**config.mk**
```make
export PLATFORM = sky130hd
export DESIGN_NAME = fp32_to_int_pipeline
export DESIGN_NICKNAME = d
export VERILOG_FILES = /design/src/rtl/fp32_to_int_pipeline.sv
export SDC_FILE = /design/constraint.sdc
export NUM_CORES = 1
export LEC_CHECK = 0
export BUFFER_PORTS_ARGS = -buffer_cell sky130_fd_sc_hd__buf_2
export CORE_MARGIN = 5
export CORE_UTILIZATION = 65
export CTS_CLUSTER_DIAMETER = 150
export DETAILED_ROUTE_END_ITERATION = 8
export GPL_TIMING_DRIVEN = 0
export PLACE_DENSITY = 0.86
export REMOVE_ABC_BUFFERS = 1
export SLEW_MARGIN = 20
export SYNTH_ARGS = -nofsm -noshare
export SYNTH_HDL_FRONTEND = slang
export SYNTH_SLANG_ARGS = --single-unit
```
**constraint.sdc**
```tcl
create_clock -name clk -period 9.5 [get_ports clk]
set_input_delay 1.425 -clock clk [delete_from_list [all_inputs] [get_ports clk]]
set_output_delay 1.425 -clock clk [all_outputs]
set_load 0.02 [all_outputs]
```
**src/rtl/fp32_to_int_pipeline.sv**
```systemverilog
// fp32_to_int_pipeline: two-stage binary32 to signed int32 converter with valid/ready stall
module fp32_to_int_pipeline #(
  parameter int ROUND_MODE = 0
) (
  input  logic        clk,
  input  logic        rst,
  input  logic        in_valid,
  output logic        in_ready,
  input  logic [31:0] fp_in,
  output logic        out_valid,
  input  logic        out_ready,
  output logic [31:0] result,
  output logic        Invalid,
  output logic        Overflow,
  output logic        Inexact
);
  localparam logic [1:0] C_NORM = 2'd0;
  localparam logic [1:0] C_ZERO = 2'd1;
  localparam logic [1:0] C_INF  = 2'd2;
  localparam logic [1:0] C_NAN  = 2'd3;
  logic              w_stall;
  logic [7:0]        w_exp;
  logic [22:0]       w_frac;
  logic [1:0]        w_cls;
  logic [23:0]       w_m;
  logic signed [8:0] w_e;
  logic              r1_valid;
  logic              r1_sign;
  logic [1:0]        r1_cls;
  logic [23:0]       r1_m;
  logic signed [8:0] r1_e;
  logic              r_out_valid;
  logic [31:0]       r_result;
  logic              r_inv;
  logic              r_ovf;
  logic              r_inx;
  logic              w_frac_nz;
  logic              w_low;
  logic [5:0]        w_sh;
  logic [2:0]        w_shl;
  logic [47:0]       w_shr;
  logic [23:0]       w_int;
  logic              w_guard;
  logic              w_sticky;
  logic              w_inc;
  logic [31:0]       w_rnd;
  logic [31:0]       w_big;
  logic [31:0]       w_mag;
  logic [31:0]       w_sat;
  logic              w_min;
  logic [31:0]       w_res;
  logic              w_inv;
  logic              w_ovf;
  logic              w_inx;
  assign w_stall   = r_out_valid & ~out_ready;
  assign in_ready  = ~rst | ~w_stall;
  assign out_valid = r_out_valid;
  assign result    = r_result;
  assign Invalid   = r_inv;
  assign Overflow  = r_ovf;
  assign Inexact   = r_inx;
  assign w_exp  = fp_in[30:23];
  assign w_frac = fp_in[22:0];
  assign w_cls  = (w_exp == 8'hff) ? ((|w_frac) ? C_NAN : C_INF) : (w_exp == 8'h00) ? C_ZERO : C_NORM;
  // the hidden bit doubles as the denormal marker, so |m[22:0] is always F!=0
  assign w_m = {|w_exp, w_frac};
  assign w_e = $signed({1'b0, w_exp}) - 9'sd127;
  assign w_frac_nz = |r1_m[22:0];
  assign w_low     = r1_e < -9'sd1;
  assign w_sh      = 6'(9'sd23 - r1_e);
  assign w_shl     = 3'(r1_e - 9'sd23);
  // for -1 <= e <= 22 the upper half is the integer part, bit 23 the guard, the rest sticky
  assign w_shr    = {r1_m, 24'b0} >> w_sh;
  assign w_int    = w_low ? 24'd0 : w_shr[47:24];
  assign w_guard  = w_low ? 1'b0 : w_shr[23];
  assign w_sticky = w_low ? 1'b1 : |w_shr[22:0];
  assign w_inc    = (ROUND_MODE == 0) && w_guard && (w_sticky || w_int[0]);
  assign w_rnd    = {8'b0, w_int} + {31'b0, w_inc};
  assign w_big    = {8'b0, r1_m} << w_shl;
  assign w_mag    = (r1_e >= 9'sd23) ? w_big : w_rnd;
  assign w_sat    = r1_sign ? 32'h8000_0000 : 32'h7fff_ffff;
  assign w_min    = r1_sign && (r1_e == 9'sd31) && !w_frac_nz;
  always_comb begin
    w_res = r1_sign ? -w_mag : w_mag;
    w_inv = 1'b0;
    w_ovf = 1'b0;
    w_inx = (r1_e < 9'sd23) && (w_guard || w_sticky);
    if (r1_cls == C_NAN) begin
      w_res = 32'h8000_0000;
      w_inv = 1'b1;
      w_inx = 1'b0;
    end else if (r1_cls == C_INF) begin
      w_res = w_sat;
      w_inv = 1'b1;
      w_inx = 1'b0;
    end else if (r1_cls == C_ZERO) begin
      w_res = 32'h0;
      w_inx = w_frac_nz;
    end else if (r1_e >= 9'sd31) begin
      w_res = w_min ? 32'h8000_0000 : w_sat;
      w_ovf = !w_min;
      w_inx = 1'b0;
    end
  end
  always_ff @(posedge clk) begin
    if (!rst) begin
      r1_valid    <= 1'b0;
      r_out_valid <= 1'b0;
      r_result    <= '0;
      r_inv       <= 1'b0;
      r_ovf       <= 1'b0;
      r_inx       <= 1'b0;
    end else if (!w_stall) begin
      r1_valid    <= in_valid;
      r1_sign     <= fp_in[31];
      r1_cls      <= w_cls;
      r1_m        <= w_m;
      r1_e        <= w_e;
      r_out_valid <= r1_valid;
      r_result    <= r1_valid ? w_res : '0;
      r_inv       <= r1_valid & w_inv;
      r_ovf       <= r1_valid & w_ovf;
      r_inx       <= r1_valid & w_inx;
    end
  end
endmodule

```
==> results of run 1 <==
worst min-delay path by stage:
stage	from	to
after floorplan	r1_valid$_SDFFE_PN0N_	out_valid$_SDFFE_PN0N_
after global placement	result[5]$_SDFFE_PN0N_	result[5]$_SDFFE_PN0N_
after detailed placement	result[8]$_SDFFE_PN0N_	result[8]$_SDFFE_PN0N_
after CTS	result[8]$_SDFFE_PN0N_	result[8]$_SDFFE_PN0N_
after global routing	result[0]$_SDFFE_PN0N_	result[0]$_SDFFE_PN0N_
final	result[8]$_SDFFE_PN0N_	result[8]$_SDFFE_PN0N_
per-stage QoR:
step	hold slack, ps	power [mW]
finish	441	1.23
global route	459	1.27
CTS	443	1.20
detailed placement	433	0.831
global placement	429	0.808
floorplan	506	0.698
worst max-delay path: stages (launching register included):
cell and delay [ps]:
edfxtp_1 600, buf_8 270, inv_1 690, ha_1 500
nor2_2 650, a32o_1 420, nand2_1 310, inv_1 310
ha_1 330, o31a_2 230, o2111ai_1 410, or4_1 550
o211ai_1 180, and2_0 380, or4b_4 560, nor3_2 260
mux2_1 350, o31ai_1 240
cells by family after synthesis:
| group | synth area share, % |
|---|---|
| XOR/XNOR | 2.56 |
| flip-flops | 22.2 |
| AO/OA/AOI/OAI | 23.7 |
| AND/OR/NAND/NOR | 26.1 |
| multiplexers | 18.3 |
| buffers and inverters | 5.98 |
| adder cells (fa/ha/maj) | 1.22 |
power by group through the flow:
stage	sequential, mW	combinational (mW)	clock, mW
6_report	0.381	0.470	0.375
5_1_grt	0.381	0.502	0.386
4_1_cts	0.380	0.449	0.373
3_5_place_dp	0.387	0.444	0
3_3_place_gp	0.401	0.407	0
2_1_floorplan	0.391	0.306	0
flip-flops by register name, indices dropped and copies added, names as in the netlist:
register	count
result	32
Overflow	1
Inexact	1
r1_valid	1
Invalid	1
r1_e	9
r1_sign	1
r1_m	24
r1_cls	2
out_valid	1
cells in the final DEF, fill, tap and decap left out, types with 7 or more instances in the layout:
cell         n
nand2_1    135
buf_2       72
a21oi_1     60
nor2_1      55
mux2i_1     55
o21ai_0     51
nand3_1     46
dfxtp_1     37
edfxtp_1    36
nor3_1      33
mux2_2      27
mux4_2      25
a211oi_1    20
nor4_1      19
and3_1      15
o31ai_1     14
inv_1       13
nand4_1     13
nand2b_1    13
xor2_1      11
xnor2_1     11
nor2b_1     11
a31oi_1     10
clkbuf_16   10
or3_1        9
o211ai_1     9
a22oi_1      8
a21o_1       8
buf_8        8
nor4b_1      7
ha_1         7
routing by layer:
layer  global-route usage, %  share of wire [%]  up-vias
met5                       0                  0        -
met4                    16.1                5.3        0
met3                    8.80                 14      156
met2                    57.3                 44      770
met1                    46.4                 36     4063
li1                        -                  -     3911
final cells by class:
type                       count  area share, %
timing repair buffer          86           6.73
multi-input combinational    833           66.3
sequential                    73           20.2
tap                          172           2.39
clock inverter                 5          0.751
clock buffer                  11           2.93
inverter                      15          0.626
==> flow_metrics.py, run 1 <==
metrics = {
    "timing": {
        "fin_skew_ps": 6.98,
        "period_minus_slack_ps": 7380,
        "worst_pin_slew_ps": 976,
        "final.setup.worst_slack_ps": 2120,
        "tns_ps": 0,
        "rsz0062_at_grt": "false",
        "final-max-slew-violation-count": 0,
        "hold_viol": 0,
        "final-setup-viol-count": 0,
        "slew_headroom_pct": 34.7,
        "period_share_pct": 77.7,
        "max_freq_mhz": 136,
    },
    "detailed_routing": {
        "finalWirelength_um": 27000,
        "first_pass_iters": 6,
        "drc": 0,
        "via_count": 8900,
        "detail_route.vias_per_cell": 7.45,
        "wl_per_cell_um": 22.6,
        "drtIter0Drc": 1336,
        "detail-route-antenna-nets": 0,
    },
    "synthesis": {
        "netlist_instances": 1000,
        "yosysMostFrequentCell": "nand2_1",
        "synth_cell_types": 98,
        "yosys.area.top_type_share_pct": 13.1,
        "async_flop_share_pct": 0,
        "netlist_top_cells_count": "nand2_1, a21oi_1, mux2i_1, nor2_1, o21ai_0",
        "synth_area_leaders": "edfxtp_1, dfxtp_1, mux4_2, mux2i_1, nand2_1",
        "ys.warnings.count": 0,
        "synth_edf_count": 36,
        "syn_area_mm2": 0.00822,
        "ys_ff_latch": 73,
        "ys_seq_area_share_pct": 22.2,
        "synth_ff_type": "dfxtp_1",
        "syn_avg_cell_area_um2": 8.22,
        "synth_top_cell_by_area": "edfxtp_1",
    },
    "final_layout": {
        "area_delta_synth_final_pct": 9.42,
        "drive_gt1_share_pct": 19.1,
        "multi_input_area_mm2": 0.00597,
        "postLayoutCellArea_mm2": 0.00900,
        "nets": 1062,
        "finish.utilization_pct": 71.9,
        "n_fill_cell": 965,
        "insertedDiodeCount": 0,
        "fin_cells": 1195,
        "final-seq-area_mm2": 0.00182,
    },
    "place": {
        "dpl_cell_area_mm2": 0.00864,
        "dpl_worst_slack_ps": 1900,
        "io_buffers": 72,
        "dp.cells": 1178,
        "gp_congestion": 1.00,
        "dp_hpwl_um": 19300,
    },
    "floorplan": {
        "die_y_um": 122,
        "start_util_pct": 65.7,
        "dieArea_mm2": 0.0150,
        "die_width_um": 122,
        "io_pins": 73,
        "rows": 41,
        "core_mm2": 0.0125,
    },
    "critical_path": {
        "critPathRequiredTime_ps": 9740,
        "crit_path_end": "result[27]$_SDFFE_PN0N_",
        "critPathMaxFanout": 23,
        "worstRegToRegCells": 17,
        "timing.rr.start": "r1_e[3]$_DFFE_PP_",
        "worstReg2RegEnd": "result[27]$_SDFFE_PN0N_",
        "critPathCaptureType": "register",
        "crit_start": "r1_e[3]$_DFFE_PP_",
        "setup.worst_path.start_class": "register",
        "cp.arrival_ps": 7620,
        "crit_type": "reg -> reg",
        "reg2reg_slack_ps": 2120,
    },
    "clock_tree": {
        "clk_pin_slew_worst_paths_ps": 60,
        "numCtsBuffers": 9,
        "hold_buffers": 0,
        "ctsRootBufferMaster": "clkbuf_16",
        "insertion_delay_ps": 340,
        "cts_setup_buffers": 0,
        "cts_tree": "built",
        "numClockSinks": 73,
        "cts_resized": 0,
        "cts.path.max_buffers": 2,
        "h-tree-depth": 3,
    },
    "status": {
        "status": "complete, no violations",
    },
    "pwr": {
        "p_clk_share_pct": 30.6,
        "ir_drop_v": 0.000139,
        "power_density_mw_per_mm2": 136,
        "p_leak_nw": 3.37,
        "seq_power_share_pct": 31.1,
        "swShare_pct": 38.1,
        "switchingPower_uw": 468,
        "power.internal_uw": 759,
        "comb_power_share_pct": 38.4,
    },
    "job": {
        "cap_violations": 0,
    },
    "global_routing": {
        "grt_pass1_vias": 8169,
        "grt_pass1_wl_um": 42700,
        "antenna_found_initial": 0,
        "grt_max_degree": 46,
        "grt-ovfl-total": 0,
        "grtUsageTotal_pct": 36.0,
    },
    "worst_hold_path": {
        "hold_depth": 2,
        "hold_class": "reg -> reg",
    },
}
No activity file was read; power rests on OpenSTA's default activity.
==> run 2, diff against run 1 <==
--- a/config.mk
+++ b/config.mk
@@ -7,11 +7,11 @@
 export LEC_CHECK = 0
 export BUFFER_PORTS_ARGS = -buffer_cell sky130_fd_sc_hd__buf_2
 export CORE_MARGIN = 5
-export CORE_UTILIZATION = 65
+export CORE_UTILIZATION = 62
 export CTS_CLUSTER_DIAMETER = 150
 export DETAILED_ROUTE_END_ITERATION = 8
 export GPL_TIMING_DRIVEN = 0
-export PLACE_DENSITY = 0.86
+export PLACE_DENSITY = 0.83
 export REMOVE_ABC_BUFFERS = 1
 export SLEW_MARGIN = 20
 export SYNTH_ARGS = -nofsm -noshare
==> constraint.sdc (replaced) <==
create_clock -name clk -period 7.63 [get_ports clk]
set_input_delay 1.1445 -clock clk [delete_from_list [all_inputs] [get_ports clk]]
set_output_delay 1.1445 -clock clk [all_outputs]
set_load 0.02 [all_outputs]
==> flow_metrics.py, run 2 (synthesis results as in run 1) <==
metrics = {
    "floorplan": {
        "core_mm2": 0.0131,
        "io_pins": 73,
        "start_util_pct": 62.6,
        "die_y_um": 125,
        "rows": 42,
        "die_width_um": 125,
        "dieArea_mm2": 0.0157,
    },
    "critical_path": {
        "worstRegToRegCells": 17,
        "cp_slowest_cell": "nor2_2",
        "setup.worst_path.start_class": "register",
        "critPathRequiredTime_ps": 7890,
        "cp_top_family": "simple AND/OR/NAND/NOR gates",
        "crit_type": "reg -> reg",
        "max_stage_delay_ps": 680,
        "cp_cell_sequence": "buf_8 -> inv_1 -> ha_1 -> nor2_2 -> a32o_1 -> nand2_1 -> inv_1 -> ha_1 -> o31a_2 -> o2111ai_1 -> or4_1 -> o211ai_1 -> and2_0 -> or4b_4 -> nor3_2 -> mux2_1 -> o31ai_1",
        "timing.rr.start": "r1_e[3]$_DFFE_PP_",
        "critPathMaxFanout": 23,
        "critPathCaptureType": "register",
        "crit_buf_inv": 3,
        "reg2reg_slack_ps": 320,
        "cp.arrival_ps": 7570,
        "worstReg2RegEnd": "result[27]$_SDFFE_PN0N_",
    },
    "clock_tree": {
        "numClockSinks": 73,
        "cts_setup_buffers": 0,
        "clk_pin_slew_worst_paths_ps": 70,
        "ctsRootBufferMaster": "clkbuf_16",
        "numCtsBuffers": 9,
        "cts_tree": "built",
        "hold_buffers": 0,
        "h-tree-depth": 3,
        "cts_resized": 0,
        "insertion_delay_ps": 360,
        "cts.path.max_buffers": 2,
    },
    "final_layout": {
        "postLayoutCellArea_mm2": 0.00900,
        "area_delta_synth_final_pct": 9.42,
        "layout_common_cells": "nand2_1, buf_2, a21oi_1, nor2_1, mux2i_1",
        "nets": 1064,
        "fin_cells": 1201,
        "insertedDiodeCount": 0,
        "drive_gt1_share_pct": 19.1,
        "largest_reg_flops": 32,
        "final_common_cell": "nand2_1",
    },
    "place": {
        "dp.cells": 1184,
        "dpl_cell_area_mm2": 0.00868,
        "io_buffers": 72,
        "gp_congestion": 0.999,
        "dp_hpwl_um": 19300,
        "dpl_worst_slack_ps": 71.1,
    },
    "worst_hold_path": {
        "hold_class": "reg -> reg",
        "min_from": "result[8]$_SDFFE_PN0N_",
        "hold_depth": 2,
        "hold_end": "result[8]$_SDFFE_PN0N_",
    },
    "global_routing": {
        "grt-ovfl-total": 0,
        "grt_pass1_wl_um": 42200,
        "grt_max_degree": 46,
        "grtUsageTotal_pct": 32.8,
        "antenna_found_initial": 0,
        "grt_pass1_vias": 8134,
    },
    "timing": {
        "period_minus_slack_ps": 7310,
        "tns_ps": 0,
        "period_share_pct": 95.8,
        "final-max-slew-violation-count": 0,
        "slew_headroom_pct": 26.4,
        "worst_pin_slew_ps": 1100,
        "final.setup.worst_slack_ps": 323,
        "rsz0062_at_grt": "false",
        "hold_viol": 0,
        "fin_skew_ps": 13.6,
        "final-setup-viol-count": 0,
        "max_freq_mhz": 137,
    },
    "pwr": {
        "p_leak_nw": 3.36,
        "power_density_mw_per_mm2": 164,
        "ir_drop_v": 0.000154,
    },
    "detailed_routing": {
        "finalWirelength_um": 26100,
        "drc": 0,
        "wl_per_cell_um": 21.7,
        "detail_route.vias_per_cell": 7.20,
        "drtIter0Drc": 1114,
        "detail-route-antenna-nets": 0,
        "first_pass_iters": 6,
        "via_count": 8643,
    },
    "status": {
        "status": "complete, no violations",
    },
    "job": {
        "cap_violations": 0,
    },
}
## run 2: changes by cell type in the layout (fill, tap and decap cells not counted)
cell        change
clkinvlp_4      +2
bufinv_16       -1
buf_8           +1
inv_8           -1
clkinv_2        +1
clkbuf_1        +1
clkbuf_8        -1
buf_12          +1
inv_6           -1
## run 2: through the flow
step	power (mW)	utilization, %	hold slack [ps]
CTS	1.46	68.3	448
finish	1.48	68.5	444
global placement	1.01	63.7	429
detailed placement	1.04	66.1	438
global route	1.55	68.5	469
floorplan	0.869	-	506
## run 2: cell type report
class	count	area, µm²
Multi-Input combinational cell	833	5970
Clock inverter	5	37.5
Fill cell	1102	4140
Tap cell	176	220
Inverter	15	56.3
Timing Repair Buffer	88	641
Sequential cell	73	1820
Clock buffer	11	254
## run 2: how the worst max path moves through the flow
stage	slack (ps)	depth (start not counted)	end	start
floorplan	1350	16	result[27]$_SDFFE_PN0N_	r1_e[1]$_DFFE_PP_
global placement	-340	16	result[27]$_SDFFE_PN0N_	r1_e[1]$_DFFE_PP_
detailed placement	70	16	result[27]$_SDFFE_PN0N_	r1_e[3]$_DFFE_PP_
CTS	30	16	result[27]$_SDFFE_PN0N_	r1_e[3]$_DFFE_PP_
global route	10	17	result[23]$_SDFFE_PN0N_	r1_e[3]$_DFFE_PP_
finish	320	17	result[27]$_SDFFE_PN0N_	r1_e[3]$_DFFE_PP_
## run 2: where the power goes
group          total, mW  leakage [nW]  internal [mW]  switching, mW
Sequential         0.470         0.649          0.433         0.0365
Clock              0.424         0.137          0.241          0.183
Combinational      0.584          2.58          0.227          0.357
## run 2: tightest hold or removal path, delay by kind of cell, from the launching register on
kind / cells / cell delay [ps]
and+or+nand+nor: 2 / 90
DFF: 1 / 310
## run 2: layer usage
layer | vias to the layer above | wire (µm) | global-route usage (%)
li1 | 3923 | - | -
met1 | 4122 | 10200 | 42.9
met2 | 499 | 12100 | 51.8
met3 | 99 | 2500 | 7.21
met4 | 0 | 1220 | 16.0
met5 | - | 0 | 0
==> run 3, diff against run 2 <==
--- a/config.mk
+++ b/config.mk
@@ -5,13 +5,14 @@
 export SDC_FILE = /design/constraint.sdc
 export NUM_CORES = 1
 export LEC_CHECK = 0
+export ABC_AREA = 1
 export BUFFER_PORTS_ARGS = -buffer_cell sky130_fd_sc_hd__buf_2
 export CORE_MARGIN = 5
 export CORE_UTILIZATION = 62
 export CTS_CLUSTER_DIAMETER = 150
 export DETAILED_ROUTE_END_ITERATION = 8
 export GPL_TIMING_DRIVEN = 0
-export PLACE_DENSITY = 0.83
+export PLACE_DENSITY = 0.94
 export REMOVE_ABC_BUFFERS = 1
 export SLEW_MARGIN = 20
 export SYNTH_ARGS = -nofsm -noshare
==> flow_metrics.py, run 3 <==
metrics = {
    "final_layout": {
        "insertedDiodeCount": 0,
        "area_delta_synth_final_pct": 7.88,
        "drive_gt1_share_pct": 12.3,
        "layout_common_cells": "nand2_1, nand3_1, nor2_1, inv_1, buf_2",
        "finish.utilization_pct": 67.4,
        "n_fill_cell": 1195,
        "largest_reg_flops": 32,
        "final_common_cell": "nand2_1",
        "nets": 1492,
    },
    "place": {
        "io_buffers": 72,
        "dp_hpwl_um": 21000,
        "gp_congestion": 1.02,
        "dpl_worst_slack_ps": 1030,
    },
    "pwr": {
        "power_density_mw_per_mm2": 175,
        "p_leak_nw": 4.42,
        "p_total_mw": 1.54,
        "ir_drop_v": 0.000202,
    },
    "critical_path": {
        "reg2reg_slack_ps": 740,
        "critPathMaxFanout": 37,
        "max_stage_delay_ps": 1190,
        "crit_buf_inv": 4,
        "worstReg2RegEnd": "result[27]$_SDFFE_PN0N_",
        "critPathRequiredTime_ps": 7920,
        "cp.arrival_ps": 7190,
        "worstRegToRegCells": 26,
        "cp_slowest_cell": "ha_1",
        "setup.worst_path.start_class": "register",
        "critPathCaptureType": "register",
        "crit_type": "reg -> reg",
        "timing.rr.start": "r1_e[3]$_DFFE_PP_",
        "path_common_cell": "nand2_1",
        "cp_top_family": "simple AND/OR/NAND/NOR gates",
    },
    "clock_tree": {
        "cts_setup_buffers": 0,
        "numClockSinks": 73,
        "cts_tree": "built",
        "h-tree-depth": 3,
        "insertion_delay_ps": 350,
        "hold_buffers": 0,
        "cts_resized": 0,
        "ctsRootBufferMaster": "clkbuf_16",
        "numCtsBuffers": 9,
        "clk_pin_slew_worst_paths_ps": 60,
        "cts.path.max_buffers": 2,
    },
    "timing": {
        "period_minus_slack_ps": 6890,
        "final-setup-viol-count": 0,
        "final.setup.worst_slack_ps": 737,
        "rsz0062_at_grt": "false",
        "slew_headroom_pct": 24.7,
        "final-max-slew-violation-count": 0,
        "period_share_pct": 90.3,
        "max_freq_mhz": 145,
        "hold_viol": 0,
        "tns_ps": 0,
        "fin_skew_ps": 9.08,
        "worst_pin_slew_ps": 1120,
    },
    "synthesis": {
        "synthAdderAreaFrac_pct": 1.22,
        "synth_compound_area_share_pct": 9.12,
        "synthSimpleGateAreaFrac_pct": 57.4,
        "syn_area_mm2": 0.00818,
        "synth_top_family_by_area": "simple AND/OR/NAND/NOR gates",
        "synth.mux.area_fraction_pct": 0.122,
        "ys_seq_area_share_pct": 22.3,
        "synth_cell_types": 54,
        "synth_edf_count": 36,
        "ys_ff_latch": 73,
        "syn_avg_cell_area_um2": 5.76,
        "synth_area_leaders": "nand2_1, nand3_1, edfxtp_1, dfxtp_1, nor2_1",
        "netlist_instances": 1421,
        "synth_top_cell_by_area": "nand2_1",
        "netlist_top_cells_count": "nand2_1, nand3_1, nor2_1, inv_1, o21ai_0",
        "synth_xor_area_share_pct": 0.841,
        "yosys.area.top_type_share_pct": 23.5,
        "ys.warnings.count": 0,
        "yosysMostFrequentCell": "nand2_1",
        "synth_ff_type": "dfxtp_1",
        "async_flop_share_pct": 0,
    },
    "job": {
        "cap_violations": 0,
    },
    "detailed_routing": {
        "detail-route-antenna-nets": 0,
        "drc": 0,
        "wl_per_cell_um": 16.7,
        "finalWirelength_um": 27200,
        "drtIter0Drc": 1532,
        "first_pass_iters": 6,
        "detail_route.vias_per_cell": 6.10,
        "via_count": 9932,
    },
    "floorplan": {
        "rows": 42,
        "dieArea_mm2": 0.0156,
        "die_width_um": 125,
        "io_pins": 73,
        "core_mm2": 0.0131,
        "die_y_um": 125,
        "start_util_pct": 62.5,
    },
    "status": {
        "status": "complete, no violations",
    },
    "global_routing": {
        "grt_max_degree": 38,
        "grt_pass1_vias": 8423,
        "grtUsageTotal_pct": 34.0,
        "antenna_found_initial": 0,
        "grt_pass1_wl_um": 43500,
        "grt-ovfl-total": 0,
    },
    "worst_hold_path": {
        "min_from": "result[16]$_SDFFE_PN0N_",
        "hold_class": "reg -> reg",
        "hold_end": "result[16]$_SDFFE_PN0N_",
        "hold_depth": 2,
    },
}
==> run 3: logic make-up after synthesis <==
family          after synthesis
compound gates              131
xor+xnor                      7
fa+ha+maj                     8
buf+inv                     166
flops                        73
mux                           1
simple gates               1035
==> run 3: tightest hold or removal path: stages (launching register included) <==
cell and delay, ps:
dfxtp_1 310, nand2_1 60, nand2_1 40
==> run 3: where the power goes <==
group          total (mW)  internal (mW)  switching (mW)  leakage [nW]
sequential          0.463          0.433          0.0295         0.649
clock               0.446          0.263           0.183         0.153
combinational       0.633          0.182           0.451          3.62
==> run 3: worst max-delay path by stage <==
stage | start | end | slack, ps | depth (start not counted)
final | r1_e[3]$_DFFE_PP_ | result[27]$_SDFFE_PN0N_ | 740 | 26
after global routing | r1_e[3]$_DFFE_PP_ | result[27]$_SDFFE_PN0N_ | 250 | 26
after CTS | r1_e[3]$_DFFE_PP_ | result[27]$_SDFFE_PN0N_ | 980 | 26
after detailed placement | r1_e[3]$_DFFE_PP_ | result[27]$_SDFFE_PN0N_ | 1030 | 26
after global placement | r1_e[3]$_DFFE_PP_ | result[27]$_SDFFE_PN0N_ | 390 | 26
after floorplan | r1_e[3]$_DFFE_PP_ | result[24]$_SDFFE_PN0N_ | 2070 | 24
==> run 3: cell type report <==
cell class	count	area, µm²	share of cell area [%]
inverters	106	398	4.51
well taps	176	220	2.50
clock buffers	11	275	3.12
clock inverters	5	40.0	0.454
flip-flops and latches	73	1820	20.6
repair buffers	76	422	4.78
multi-input cells	1182	5650	64.0
==> run 3: per-stage QoR <==
step | std cells | hold WS (ps) | area [µm²]
final | 1629 | 447 | 8820
after global placement | 1609 | 430 | 8420
after detailed placement | 1613 | 439 | 8500
after floorplan | 1361 | 466 | 7840
after global routing | 1629 | 472 | 8820
after CTS | 1629 | 452 | 8820
==> run 3: metal layers <==
layer / track usage [%] / wire, µm / vias up
met4: 10.5 / 800 / 0
met2: 52.4 / 11900 / 639
met5: 0 / 0 / -
li1: - / - / 4773
met1: 48.1 / 11500 / 4440
met3: 6.90 / 2990 / 80
